**config.mk**
```make
export PLATFORM = sky130hd
export DESIGN_NAME = branch_resolve_queue
export DESIGN_NICKNAME = d
export VERILOG_FILES = /design/src/rtl/bpred_pkg.sv /design/src/rtl/bpred_fifo.sv /design/src/rtl/branch_resolve_queue.sv
export SDC_FILE = /design/constraint.sdc
export NUM_CORES = 1
export LEC_CHECK = 0
export CORE_AREA = 5 5 152 154
export CTS_BUF_LIST = sky130_fd_sc_hd__clkbuf_8
export DETAILED_ROUTE_END_ITERATION = 8
export DIE_AREA = 0 0 157 159
export PLACE_DENSITY = 0.87
export SETUP_SLACK_MARGIN = 0.2
export SLEW_MARGIN = 20
export SYNTH_ARGS = -nofsm -noshare
export SYNTH_HDL_FRONTEND = slang
export SYNTH_SLANG_ARGS = --single-unit
```
**constraint.sdc**
```tcl
create_clock -name clk -period 8.5 [get_ports clk]
set_input_delay 2.55 -clock clk [delete_from_list [all_inputs] [get_ports clk]]
set_output_delay 2.55 -clock clk [all_outputs]
set_load 0.005 [all_outputs]
```
**src/rtl/bpred_pkg.sv**
```systemverilog
// bpred_pkg: shared branch-predictor entry type, counter-table index hash and PC step
package bpred_pkg;
  localparam int BP_XLEN = 32;
  localparam int BP_GHR_BITS = 5;
  localparam logic [BP_XLEN-1:0] PC_STEP = 32'd4;
  typedef struct packed {
    logic [BP_XLEN-1:0]     pc;
    logic                   taken;
    logic [BP_XLEN-1:0]     target;
    logic [BP_GHR_BITS-1:0] ghr;
  } brq_entry_t;
  function automatic logic [BP_GHR_BITS-1:0] bp_index(input logic [BP_XLEN-1:0] pc, input logic [BP_GHR_BITS-1:0] ghr);
    return pc[BP_GHR_BITS+1:2] ^ ghr;
  endfunction
endpackage

```
**src/rtl/bpred_fifo.sv**
```systemverilog
// bpred_fifo: generic circular FIFO with push/pop/clear; wrap-bit pointers decide full/empty
module bpred_fifo #(
  parameter int DEPTH = 4,
  parameter int WIDTH = 8
) (
  input  logic                       clk,
  input  logic                       reset,
  input  logic                       push,
  input  logic                       pop,
  input  logic                       clear,
  input  logic [WIDTH-1:0]           din,
  output logic [WIDTH-1:0]           dout,
  output logic                       full,
  output logic                       empty,
  output logic [$clog2(DEPTH):0]     count
);
  localparam int AW = $clog2(DEPTH);
  logic [WIDTH-1:0] mem [DEPTH];
  logic [AW:0] wr_ptr, rd_ptr;
  logic do_push, do_pop;
  assign full = (wr_ptr[AW] != rd_ptr[AW]) && (wr_ptr[AW-1:0] == rd_ptr[AW-1:0]);
  assign empty = wr_ptr == rd_ptr;
  assign count = wr_ptr - rd_ptr;
  assign do_push = push && !full;
  assign do_pop = pop && !empty;
  assign dout = mem[rd_ptr[AW-1:0]];
  always_ff @(posedge clk) begin
    if (reset || clear) begin
      wr_ptr <= '0;
      rd_ptr <= '0;
    end else begin
      if (do_push) wr_ptr <= wr_ptr + 1'b1;
      if (do_pop) rd_ptr <= rd_ptr + 1'b1;
    end
  end
  always_ff @(posedge clk)
    if (do_push && !clear) mem[wr_ptr[AW-1:0]] <= din;
endmodule

```
**src/rtl/branch_resolve_queue.sv**
```systemverilog
// branch_resolve_queue: in-order branch resolution, counter-table update and mispredict redirect.
// Optional BRQ_STATS_EN adds saturating stat_branches / stat_mispredicts counters.
module branch_resolve_queue
  import bpred_pkg::*;
#(
  parameter int DEPTH = 4,
  parameter int XLEN = BP_XLEN,
  parameter int GHR_BITS = BP_GHR_BITS
) (
  input  logic                       clk,
  input  logic                       reset,
  input  logic                       pred_valid,
  input  logic [XLEN-1:0]            pred_pc,
  input  logic                       pred_taken,
  input  logic [XLEN-1:0]            pred_target,
  input  logic [GHR_BITS-1:0]        pred_ghr,
  output logic                       pred_ready,
  input  logic                       res_valid,
  input  logic                       res_taken,
  input  logic [XLEN-1:0]            res_target,
  output logic                       upd_valid,
  output logic                       upd_taken,
  output logic [GHR_BITS-1:0]        upd_index,
  output logic                       mispredict,
  output logic [XLEN-1:0]            redirect_pc,
  output logic [$clog2(DEPTH+1)-1:0] occupancy,
  output logic                       err_underflow
`ifdef BRQ_STATS_EN
  ,
  output logic [31:0]                stat_branches,
  output logic [31:0]                stat_mispredicts
`endif
);
  brq_entry_t head, new_entry;
  logic full, empty, pop;
  assign new_entry = '{pc: pred_pc, taken: pred_taken, target: pred_target, ghr: pred_ghr};
  bpred_fifo #(.DEPTH(DEPTH), .WIDTH($bits(brq_entry_t))) u_fifo (
    .clk(clk),
    .reset(reset),
    .push(pred_valid && pred_ready),
    .pop(pop),
    .clear(mispredict),
    .din(new_entry),
    .dout(head),
    .full(full),
    .empty(empty),
    .count(occupancy)
  );
  assign pred_ready = !full;
  assign pop = res_valid && !empty;
  // a correct direction with a wrong target still needs a redirect
  assign mispredict = pop && ((res_taken != head.taken) || (res_taken && res_target != head.target));
  assign redirect_pc = res_taken ? res_target : head.pc + PC_STEP;
  always_ff @(posedge clk) begin
    if (reset) begin
      upd_valid <= 1'b0;
      upd_taken <= 1'b0;
      upd_index <= '0;
      err_underflow <= 1'b0;
    end else begin
      upd_valid <= pop;
      if (pop) begin
        upd_taken <= res_taken;
        upd_index <= bp_index(head.pc, head.ghr);
      end
      if (res_valid && empty) err_underflow <= 1'b1;
    end
  end
`ifdef BRQ_STATS_EN
  always_ff @(posedge clk) begin
    if (reset) begin
      stat_branches <= '0;
      stat_mispredicts <= '0;
    end else begin
      if (pop && stat_branches != '1) stat_branches <= stat_branches + 1'b1;
      if (mispredict && stat_mispredicts != '1) stat_mispredicts <= stat_mispredicts + 1'b1;
    end
  end
`endif
endmodule

```
==> results.toml <==
[status]
status = "completed"

[timing]
setup_slack_ps = 627
rsz0062_at_grt = "false"
report.final.slew_viol_count = 0
fin_setup_tns_ps = 0
period_share_pct = 92.6
setup_violations = 0
worstMarginPinSlew_ps = 750
hold_viol_final = 0
period_needed_ps = 7870
relSlewSlack_pct = 49.6
fmax_mhz = 127
finClkSkew_ps = 25.5

[placement]
placed_cell_area_um2 = 14200
hpwl_um = 18900
io_buffers = 151
post-place-ws_ps = 586
gp_congestion = 0.888

[setup_path]
cp_slowest_stage_delay_ps = 620
path_class = "primary input to output pin"
critPathLaunch = "res_target[23]"
crit_chain = "clkdlybuf4s50_1 > o21ai_0 > or4_1 > a222oi_1 > nand3_1 > buf_4 > and2_1 > clkdlybuf4s50_1"
path_max_fanout = 5
crit_path_start_kind = "primary input"
crit_top_cell = "clkdlybuf4s50_1"
end_kind = "output pin"
critPathRequiredTime_ps = 5950
crit_slowest_cell = "a222oi_1"
reg2reg_depth = 9
crit_arrival_ps = 5320
rrSetupSlack_ps = 3890

[grt]
grt_overflow = 0
grt_pass1_vias = 7226
met2_usage_pct = 36.0
use_met1_pct = 29.4
grt_use_total_pct = 22.0
grt_max_degree = 62
grt_pass1_wl_um = 41700
grtUsageMet3_pct = 5.25
grt.busiest_layer = "met2"
antenna_found_initial = 3

[drt]
firstDrtPassIters = 8
detail-route-antenna-nets = 0
drt_wl_total_um = 27500
vias = 7017
drtIter0Drc = 630
drcViolationCount = 0
via_per_inst = 5.87
wire_per_inst_um = 23.0

[clocking]
cts_num_sinks = 296
cts_buffer_depth = 3
post_cts_buffers = 0
path_clk_slew_ps = 60
htreeDepth = 2
clkLatencyLatePin_ps = 560
ctsHoldBuffers = 0
cts_tree = "built"
cts_resized = 0
cts_buffers = 46
root_buffer = "clkbuf_8"

[floorplan]
start_util_pct = 57.3
ioPinCount = 152
die_area_um2 = 25000
die_h_um = 159
die_w_um = 157
core_um2 = 21600
fp-row-count = 54

[yosys]
yosys_register_bits = 296
synth_cell_type_count = 47
ys_warn_count = 0
synth_edf_count = 280
syn_inst = 693
avgSynthCellArea_um2 = 17.8
synthFlopType = "edfxtp_1"
yosysSeqAreaShare_pct = 70.7
syn_area_um2 = 12400
async_reset_ff_share_pct = 0
syn-num-nets = 809

[pwr]
powerDensity_nw_per_um2 = 263
p_leak_nw = 4.82
total_power_mw = 3.99
ir_drop_uv = 138

[run]
drv_cap = 0

[min_path]
hold_depth = 2
hp-class = "flip-flop to flip-flop"
hold_path_startpoint = "err_underflow"

[layout]
fin_nets = 993
fin_area_um2 = 15200
finish.utilization_pct = 70.3
area_growth_syn_to_layout_pct = 22.7
drive_above_1_share_pct = 16.8
fillers = 1350
==> Yosys cell counts, drive strengths merged, types with 2 or more instances <==
library cell | count | area, µm²
xnor2 | 45 | 394
o2111ai | 2 | 17.5
mux2 | 5 | 56.3
o21ai | 29 | 145
and3 | 3 | 18.8
a211oi | 5 | 37.5
nor3 | 4 | 20.0
xor2 | 23 | 201
o22ai | 2 | 12.5
mux2i | 27 | 270
inv | 11 | 41.3
ha | 8 | 100
nand3 | 15 | 75.1
a222oi | 2 | 20.0
nor4 | 5 | 50.1
buf | 18 | 135
nand2 | 41 | 154
dfxtp | 16 | 320
and4 | 2 | 17.5
nand2b | 4 | 25.0
a21oi | 10 | 50.1
nor2 | 26 | 97.6
and2 | 4 | 25.0
edfxtp | 280 | 8410
mux4 | 60 | 1350
clkbuf | 11 | 41.3
nand4 | 17 | 106
nor2b | 2 | 12.5
or4 | 2 | 15.0
o21a | 2 | 15.0
==> final timing paths <==
check                                          to
worst max register to register  u_fifo.mem[1][60]
worst min register to register      err_underflow
worst max-delay path                   mispredict
worst min-delay path                err_underflow
==> area by class of cell <==
| cell class | instances | area [µm²] | area share (%) |
|---|---|---|---|
| diodes | 1 | 2.50 | 0.0165 |
| clock buffers | 49 | 674 | 4.45 |
| clock inverters | 37 | 267 | 1.76 |
| inverters | 11 | 41.3 | 0.272 |
| multi-input cells | 357 | 3450 | 22.8 |
| flip-flops and latches | 296 | 8740 | 57.6 |
| well taps | 280 | 350 | 2.31 |
| repair buffers | 165 | 1640 | 10.8 |
==> layer usage <==
metal,up-vias,share of wire [%],wire (µm)
met5,-,0.11,30
met3,66,8.7,2390
met4,4,2.9,803
met2,326,51,14000
li1,3136,-,-
met1,3485,38,10300
==> registers in the layout, indices dropped and copies added (netlist names), named ones only <==
register,count
u_fifo.mem,280
err_underflow,1
upd_valid,1
u_fifo.rd_ptr,3
upd_index,5
u_fifo.wr_ptr,3
upd_taken,1
==> worst max-delay path, delay by kind of cell <==
| family | cells | cell delay, ps |
|---|---|---|
| simple gates | 3 | 840 |
| buf+inv | 3 | 1200 |
| compound gates | 2 | 730 |
==> cells by family (layout without fill, tap and decap cells) <==
kind of cell / Yosys count / count (layout) / synth area share, %
AOI/OAI and AO/OA: 61 / 61 / 3.10
xor gates and xnor gates: 68 / 68 / 4.82
adders and majority gates: 9 / 9 / 0.972
buffers and inverters: 40 / 262 / 1.76
DFF: 296 / 296 / 70.7
muxes: 92 / 92 / 13.6
other: 0 / 1 / 0
and+or+nand+nor: 127 / 127 / 5.11
==> placed cells by master (no fill, tap or decap), types with 3 or more instances in the layout <==
cell type	synthesis	final
mux2_2	5	5
nor3_1	4	4
dfxtp_1	16	14
and2_1	4	4
bufinv_16	0	4
inv_1	11	19
nor2_1	26	26
buf_4	6	12
a211oi_1	5	5
clkdlybuf4s50_1	0	150
nand3_1	15	15
and3_1	3	3
mux4_2	60	60
clkinv_1	0	14
a21oi_1	10	6
clkbuf_8	0	49
nand4_1	17	17
xor2_1	23	23
mux2i_1	27	27
ha_1	8	8
xnor2_1	45	45
nand2_1	41	41
edfxtp_1	280	280
nand2b_1	4	4
a21oi_4	0	4
nor4_2	3	3
clkinv_2	0	8
o21ai_0	27	27
==> metrics by stage <==
stage | hold WS [ps] | cells
after floorplan | 460 | 693
after global placement | 457 | 1108
after detailed placement | 480 | 1108
after CTS | 498 | 1194
after global routing | 526 | 1196
final | 488 | 1196
==> power by group <==
| part | switching (mW) | total [mW] | leakage, nW | internal, mW |
|---|---|---|---|---|
| Combinational | 0.477 | 0.958 | 1.61 | 0.481 |
| Clock | 0.535 | 1.19 | 0.510 | 0.660 |
| Sequential | 0.0774 | 1.83 | 2.70 | 1.76 |
Note: power is estimated with default switching activity, not from simulation.
